### config.mk
export PLATFORM = sky130hd
export DESIGN_NAME = bin2rns_seq_flat
export DESIGN_NICKNAME = d
export VERILOG_FILES = /design/src/rtl/bin2rns_seq_if.sv /design/src/rtl/bin2rns_seq.sv /design/src/flat_wrapper.sv
export SDC_FILE = /design/constraint.sdc
export NUM_CORES = 1
export LEC_CHECK = 0
export ABC_AREA = 1
export ABC_CLOCK_PERIOD_IN_PS = 2850
export CORE_MARGIN = 1
export CORE_UTILIZATION = 30
export DETAILED_ROUTE_END_ITERATION = 8
export GPL_ROUTABILITY_DRIVEN = 1
export MAX_ROUTING_LAYER = met4
export PLACE_DENSITY = 0.53
export SYNTH_ARGS = -nofsm -noshare
export SYNTH_HDL_FRONTEND = slang
export SYNTH_SLANG_ARGS = --single-unit
### constraint.sdc
create_clock -name clk -period 2.85 [get_ports clk]
set_input_delay 0.7125 -clock clk [delete_from_list [all_inputs] [get_ports clk]]
set_output_delay 0.7125 -clock clk [all_outputs]
set_load 0.005 [all_outputs]
### src/rtl/bin2rns_seq_if.sv
// rtl/bin2rns_seq_if.sv - input/output handshake bundle for the binary-to-RNS converter
interface bin2rns_seq_if #(
    parameter int W    = 32,
    parameter int N_CH = 4,
    parameter int RW   = 3
);
    logic                 in_valid;
    logic                 in_ready;
    logic [W-1:0]         n;
    logic                 out_valid;
    logic                 out_ready;
    logic [N_CH*RW-1:0]   res;
    logic                 ovf;

    modport master (
        output in_valid, n, out_ready,
        input  in_ready, out_valid, res, ovf
    );

    modport slave (
        input  in_valid, n, out_ready,
        output in_ready, out_valid, res, ovf
    );
endinterface

### src/rtl/bin2rns_seq.sv
// rtl/bin2rns_seq.sv - bit-serial binary-to-RNS converter with sign fix-up and range flag
module bin2rns_seq #(
    parameter int                W      = 32,
    parameter int                N_CH   = 4,
    parameter int                RW     = 3,
    parameter logic [8*N_CH-1:0] MODULI = {8'd8, 8'd7, 8'd5, 8'd3},
    parameter int                DR     = 840
) (
    input  logic          clk,
    input  logic          reset,
    bin2rns_seq_if.slave  bus
);
    localparam int CW = $clog2(W);
    localparam logic signed [63:0] HALF = 64'(DR / 2);

    typedef enum logic [1:0] {IDLE, CONV, FIX, DONE} state_t;

    state_t              state;
    state_t              state_nxt;
    logic [CW-1:0]       cnt;
    logic                neg;
    logic [W-1:0]        mag;
    logic                ovf_r;
    logic signed [63:0]  n_ext;

    // Sign-extend the input so the range test works for any W
    assign n_ext   = 64'($signed(bus.n));
    assign bus.ovf = ovf_r;

    // State register
    always_ff @(posedge clk) begin
        if (reset) state <= IDLE;
        else       state <= state_nxt;
    end

    // Next-state and handshake outputs; both handshakes are masked while reset is high
    always_comb begin
        state_nxt     = state;
        bus.in_ready  = (state == IDLE) && !reset;
        bus.out_valid = (state == DONE) && !reset;
        case (state)
            IDLE:    if (bus.in_valid) state_nxt = CONV;
            CONV:    if (cnt == CW'(W - 1)) state_nxt = FIX;
            FIX:     state_nxt = DONE;
            DONE:    if (bus.out_ready) state_nxt = IDLE;
            default: state_nxt = IDLE;
        endcase
    end

    // Capture sign/magnitude/range on accept; shift magnitude MSB-first during conversion
    always_ff @(posedge clk) begin
        if (reset) begin
            cnt   <= '0;
            neg   <= 1'b0;
            mag   <= '0;
            ovf_r <= 1'b0;
        end else begin
            case (state)
                IDLE: if (bus.in_valid) begin
                    neg   <= bus.n[W-1];
                    mag   <= bus.n[W-1] ? (~bus.n + W'(1)) : bus.n;
                    ovf_r <= (n_ext < -HALF) || (n_ext >= HALF);
                    cnt   <= '0;
                end
                CONV: begin
                    mag <= mag << 1;
                    cnt <= cnt + CW'(1);
                end
                default: ;
            endcase
        end
    end

    for (genvar i = 0; i < N_CH; i++) begin : g_ch
        localparam logic [RW:0] M = (RW + 1)'(MODULI[8*i +: 8]);

        logic [RW-1:0] r;
        logic [RW:0]   t;

        // Doubling plus the incoming bit never exceeds 2m-1, so one subtract reduces it
        assign t = {r, mag[W-1]};
        assign bus.res[RW*i +: RW] = r;

        // Per-channel residue accumulator: clear, shift-and-reduce, then negate for negative inputs
        always_ff @(posedge clk) begin
            if (reset) begin
                r <= '0;
            end else begin
                case (state)
                    IDLE: if (bus.in_valid) r <= '0;
                    CONV: r <= (t >= M) ? RW'(t - M) : RW'(t);
                    FIX:  if (neg && (r != '0)) r <= RW'(M - {1'b0, r});
                    default: ;
                endcase
            end
        end
    end
endmodule
### src/flat_wrapper.sv
// flat-port wrapper written by rule: the top's interface ports become plain ports
module bin2rns_seq_flat 
#(
    parameter int                W      = 32,
    parameter int                N_CH   = 4,
    parameter int                RW     = 3,
    parameter logic [8*N_CH-1:0] MODULI = {8'd8, 8'd7, 8'd5, 8'd3},
    parameter int                DR     = 840
)
  (clk, reset, bus_in_valid, bus_n, bus_out_ready, bus_in_ready, bus_out_valid, bus_res, bus_ovf);
  bin2rns_seq_if #(.W(W), .N_CH(N_CH), .RW(RW)) bus_i ();
  input  logic clk;
  input  logic reset;
  input wire logic [$bits(bus_i.in_valid)-1:0] bus_in_valid;
  input wire logic [$bits(bus_i.n)-1:0] bus_n;
  input wire logic [$bits(bus_i.out_ready)-1:0] bus_out_ready;
  output wire logic [$bits(bus_i.in_ready)-1:0] bus_in_ready;
  output wire logic [$bits(bus_i.out_valid)-1:0] bus_out_valid;
  output wire logic [$bits(bus_i.res)-1:0] bus_res;
  output wire logic [$bits(bus_i.ovf)-1:0] bus_ovf;
  assign bus_i.in_valid = bus_in_valid;
  assign bus_i.n = bus_n;
  assign bus_i.out_ready = bus_out_ready;
  assign bus_in_ready = bus_i.in_ready;
  assign bus_out_valid = bus_i.out_valid;
  assign bus_res = bus_i.res;
  assign bus_ovf = bus_i.ovf;
  bin2rns_seq #(.W(W), .N_CH(N_CH), .RW(RW), .MODULI(MODULI), .DR(DR)) u_core (.clk(clk), .reset(reset), .bus(bus_i));
endmodule
======== After elaboration in Yosys (flattened, before gate mapping) ========
Index checks and enable logic that the tools add are counted.
cells by class
  $add $sub $neg .......................... 10
  order comparisons ....................... 6
  equality and inequality tests ........... 11
  muxes and demuxes ....................... 22
  bitwise logic cells ..................... 1
  reduce and logical (&&, ||, !) cells .... 22
operators by type and width
  operator                                                                               count
  32-bit 2-to-1 mux                                                                      2
  32-bit case mux with 2 select lines                                                    1
  3-bit case mux with 3 select lines                                                     4
  32-bit by 1-bit adder with 32-bit output, second input constant                        1
  32-bit by 10-bit greater-or-equal comparator with 1-bit output, second input constant  1
  32-bit by 10-bit < comparator with 1-bit output, second input constant                 1
  32-bit inverter                                                                        1
  3-bit 2-to-1 mux                                                                       9
  3-bit AND reduction                                                                    5
  3-bit nonzero test                                                                     5
  2-bit by 1-bit inequality test with 1-bit output, second input constant                5
  5-bit case mux with 2 select lines                                                     1
  4-bit by 3-bit greater-or-equal comparator with 1-bit output, second input constant    2
  2-bit case mux with 4 select lines                                                     1
  1-bit logical AND                                                                      6
  2-bit 2-to-1 mux                                                                       3
  3-bit subtractor, first input constant                                                 2
  3-bit subtractor, second input constant                                                2
  5-bit by 1-bit adder with 5-bit output, second input constant                          1
  5-bit equality test, second input constant                                             1
  5-bit 2-to-1 mux                                                                       1
  2-bit equality test, second input constant                                             2
  4-bit by 2-bit greater-or-equal comparator with 1-bit output, second input constant    1
  4-bit greater-or-equal comparator, second input constant                               1
  11 further kinds                                                                       13
storage, ports and cells
  flip-flop bits (word level) ............. 53
  bits of input ports ..................... 36
  output and inout port bits .............. 15
  logic and storage cells ................. 81

======== Longest topological paths before layout ========
Gate-level depths: netlist (run 1).
  word-level depth ........................ 5
  depth in mapped cells ................... 12
  mapped depth without buffers ............ 12

======== Worst setup path before layout (run 1) ========
Ideal clock, no wire load.
  path type ............................... input to output
  from .................................... input reset
  to ...................................... output bus_in_ready
  data arrival time ....................... 1.348 ns
  data required time ...................... 2.138 ns
  path slack .............................. 0.789 ns
  stages .................................. 3
  buffers on the path ..................... 2
  cell sequence ........................... clkbuf_1 -> buf_1 -> nor2_1
between the ends
  cells in the longest elaborated chain, start to end .. 2
ends and longest elaborated chain
  item                line                source
  start: declaration  flat_wrapper.sv:13  input logic reset;
  1-bit logical NOT   bin2rns_seq.sv:39   bus.in_ready = (state == IDLE) && !reset;
  1-bit logical AND   bin2rns_seq.sv:39
  end: declaration    flat_wrapper.sv:17  output wire logic [$bits(bus_i.in_ready)-1:0] bus_in_ready;
No other way between the ends.

======== Worst setup path in the final report (run 1) ========
Ends and elaborated chain as after synthesis.

==> summary.md, run 1 <==
| Metric | Value |
|---|---|
| Initial core utilization | `0.311` |
| Post-synthesis sequential area ratio | `0.281` |
| Share of layout cells above drive strength 1 | `0.0450` |
| Die ar. | `13000 sq um` |
| Synth Register Bits | `53` |
| RSZ-0062 raised after global routing | `false` |
| CTS Root Cell | `clkbuf_16` |
| Most frequent cells in the layout | `156 x nand2_1, 101 x nor2_1, 69 x a21oi_1` |
| PortBufs | `50` |
| Die X | `roughly 110 microns` |
| # fillers | `1361` |
| Footprint of the multi-input gates | `2390 sq um` |
| Asr flop ratio synth | `0` |
| HPWL after detailed placement | `8350 microns` |
| # Max-Cap Violations | `0` |
| Worst clock skew | `approximately 2.7 ps` |
| Total core area | `12100 sq um` |
| Post-route non-filler standard cell count | `835` |
| Commonest non-fill, non-tap cell in the layout | `nand2_1` |
| Die Y | `roughly 110 microns` |
| Yosys warning count | `0` |
| Area grow syn2layout | `21.7%` |
| Clk buf depth | `2` |
| Final nets | `717` |
| Inst Count DP | `827` |
| Tot GR Track Use | `0.185` |
| Clock latency on the worst-skew pair | `290 ps` |
| CP arrival | `1810 ps` |
| First drt pass iteration count | `4` |
| N_diodes | `0` |
| Wire per inst | `13.2 microns` |
| Number of enable flip-flop cells after synthesis | `0` |
| Worst-margin pin slew | `around 500 ps` |
| Final setup fails | `0` |
| Syn_area_per_cell | `about 6.0 sq um` |
| Post-CTS setup buffer count | `0` |
| Drt via density | `4.89` |
| First-pass GRT wire length | `18800 microns` |
| Worst slew margin | `0.670` |
| CTS Hold Bufs | `0` |
| Hold Crit Class | `flip-flop to flip-flop` |
| CP dominant cell by count | `clkdlybuf4s50_1` |
| Worst-path fanout max | `4` |
| Antenna viol nets, final | `0` |
| # resized after CTS | `0` |
| Reg clk slew, reported paths | `roughly 70 ps` |
| Mapped Nets | `between 600 and 700` |
| First DRT Iteration DRCs | `229` |
| Syn Std Cell Area | `around 3800 sq um` |
| Maximum clock frequency | `397 MHz` |
| Number of buffers and inverters on the critical path | `2` |
| VDD IR max | `314 uV` |
| Fin crit share | `0.885` |
| Largest net degree at the start of global routing | `35` |
| Max H-tree Level | `2` |
| Antenna violations before repair | `0` |
| Crit path capture type | `output pin` |
| Sink Count | `53` |
| Vias in the first global route | `3894` |
| Pins Over Slew Limit | `0` |
| Worst path cell trace | `clkdlybuf4s50_1 -> nor2_1 -> clkdlybuf4s50_1` |
| Clock buffer count from CTS | `5` |
| FP Rows | `40` |
| Leakage | `1.91 nW` |
| Status | `completed` |
| Crit path kind | `input port to output pin` |
| I/O pin count | `between 50 and 60` |
| Crit-path slowest cell | `clkdlybuf4s50_1` |
| CTS tree | `yes` |
| Synth cell types | `39` |
| TNS Setup | `0 ps` |
| DRT Wirelength | `approximately 11000 microns` |
| Total gr overflow | `0` |
| Register Area | `1060 sq um` |
| CP peak stage delay | `500 ps` |
| Hold Violations, Final | `0` |
| CP Launch Type | `input port` |
| Via Count | `roughly 4000` |
| Syn Inst Count | `626` |
| Power per cell area | `about 740 nW/um^2` |
| Crit path max-delay family | `buffers and inverters` |
| Residual DRC count | `0` |
| Gp weighted congestion | `0.894` |
| Top_reg_cell synth | `dfxtp_1` |
| CP required | `2140 ps` |
| Tmin final | `approximately 2500 ps` |
report_power, final:
group          internal, mW  switching, mW  total (mW)
combinational         0.592           1.09        1.68
clock                 0.328          0.292       0.620
sequential            0.947          0.131        1.08
total                  1.87           1.52        3.38
cell families (layout without fill, tap and decap cells):
kind of cell	Yosys count	after routing	share of synthesized area
adder cells (fa/ha/maj)	15	15	0.0498
AO/OA/AOI/OAI	138	138	0.196
AND/OR/NAND/NOR	331	331	0.369
flip-flops	53	53	0.281
buffers and inverters	81	122	0.0856
XOR/XNOR	8	8	0.0186
layout make-up:
class / instances / area share
Clock inverter: 3 / 0.00464
Clock buffer: 5 / 0.0273
Tap cell: 168 / 0.0458
Inverter: 56 / 0.0458
Timing Repair Buffer: 58 / 0.125
Sequential cell: 53 / 0.231
Multi-Input combinational cell: 492 / 0.520
layer usage:
metal,part of all wire,track usage
met5,0,-
met4,0.016,0.0606
met3,0.037,0.0154
met2,0.44,0.291
met1,0.51,0.250
flip-flops by register name, indices dropped and copies added, names as in the netlist:
name / flops
u_core.mag: 32
u_core.neg: 1
u_core.bus.ovf: 1
u_core.cnt: 5
u_core.g_ch.r: 12
u_core.state: 2
Yosys cell counts (4+ instances only):
master	instances	area, sq um
nand2_1	156	586
nor2_1	101	379
a21oi_1	69	345
dfxtp_1	53	1060
inv_1	51	191
o21ai_0	47	235
nand3_1	38	190
ha_1	15	188
nand4_1	13	81.3
clkbuf_1	11	41.3
buf_2	9	45.0
nor3_1	7	35.0
xor2_1	6	52.6
inv_2	5	18.8
nor4_1	5	31.3
buf_1	4	15.0
worst register-to-register path: stages, from the launching register on:
cell	delay (ps)
dfxtp_1	390
inv_1	100
ha_1	210
inv_2	310
o21ai_2	110
inv_2	290
buf_12	240
nor2_1	80
o21ai_0	70
a21oi_1	80
worst paths after layout:
check / start / to / slack, ps / depth (start not counted)
worst max-delay path: reset / bus_in_ready / 330 / 3
worst min-delay path: u_core.mag[23] / u_core.mag[23] / 470 / 2
worst max register to register: u_core.state[1] / u_core.mag[18] / 860 / 9
worst min register to register: u_core.mag[23] / u_core.mag[23] / 470 / 2
metrics by stage:
stage               worst slack [ps]  instance area (sq um)  utilization  total power [mW]  hold slack (ps)
finish                           328                   4590        0.379              3.38              466
global route                     290                   4590        0.379              3.70              488
CTS                              321                   4590        0.379              3.40              469
detailed placement               250                   4440        0.367              2.77              457
global placement                 247                   4440        0.367              2.74              452
floorplan                        789                   3770            -              2.30              441
Power figures use the tool's default switching activity.
==> inputs of run 2 (changes only) <==
- CAP_MARGIN: default -> 20
==> results of run 2 <==
Final layout, timing and power as in run 1 (identical DEF).
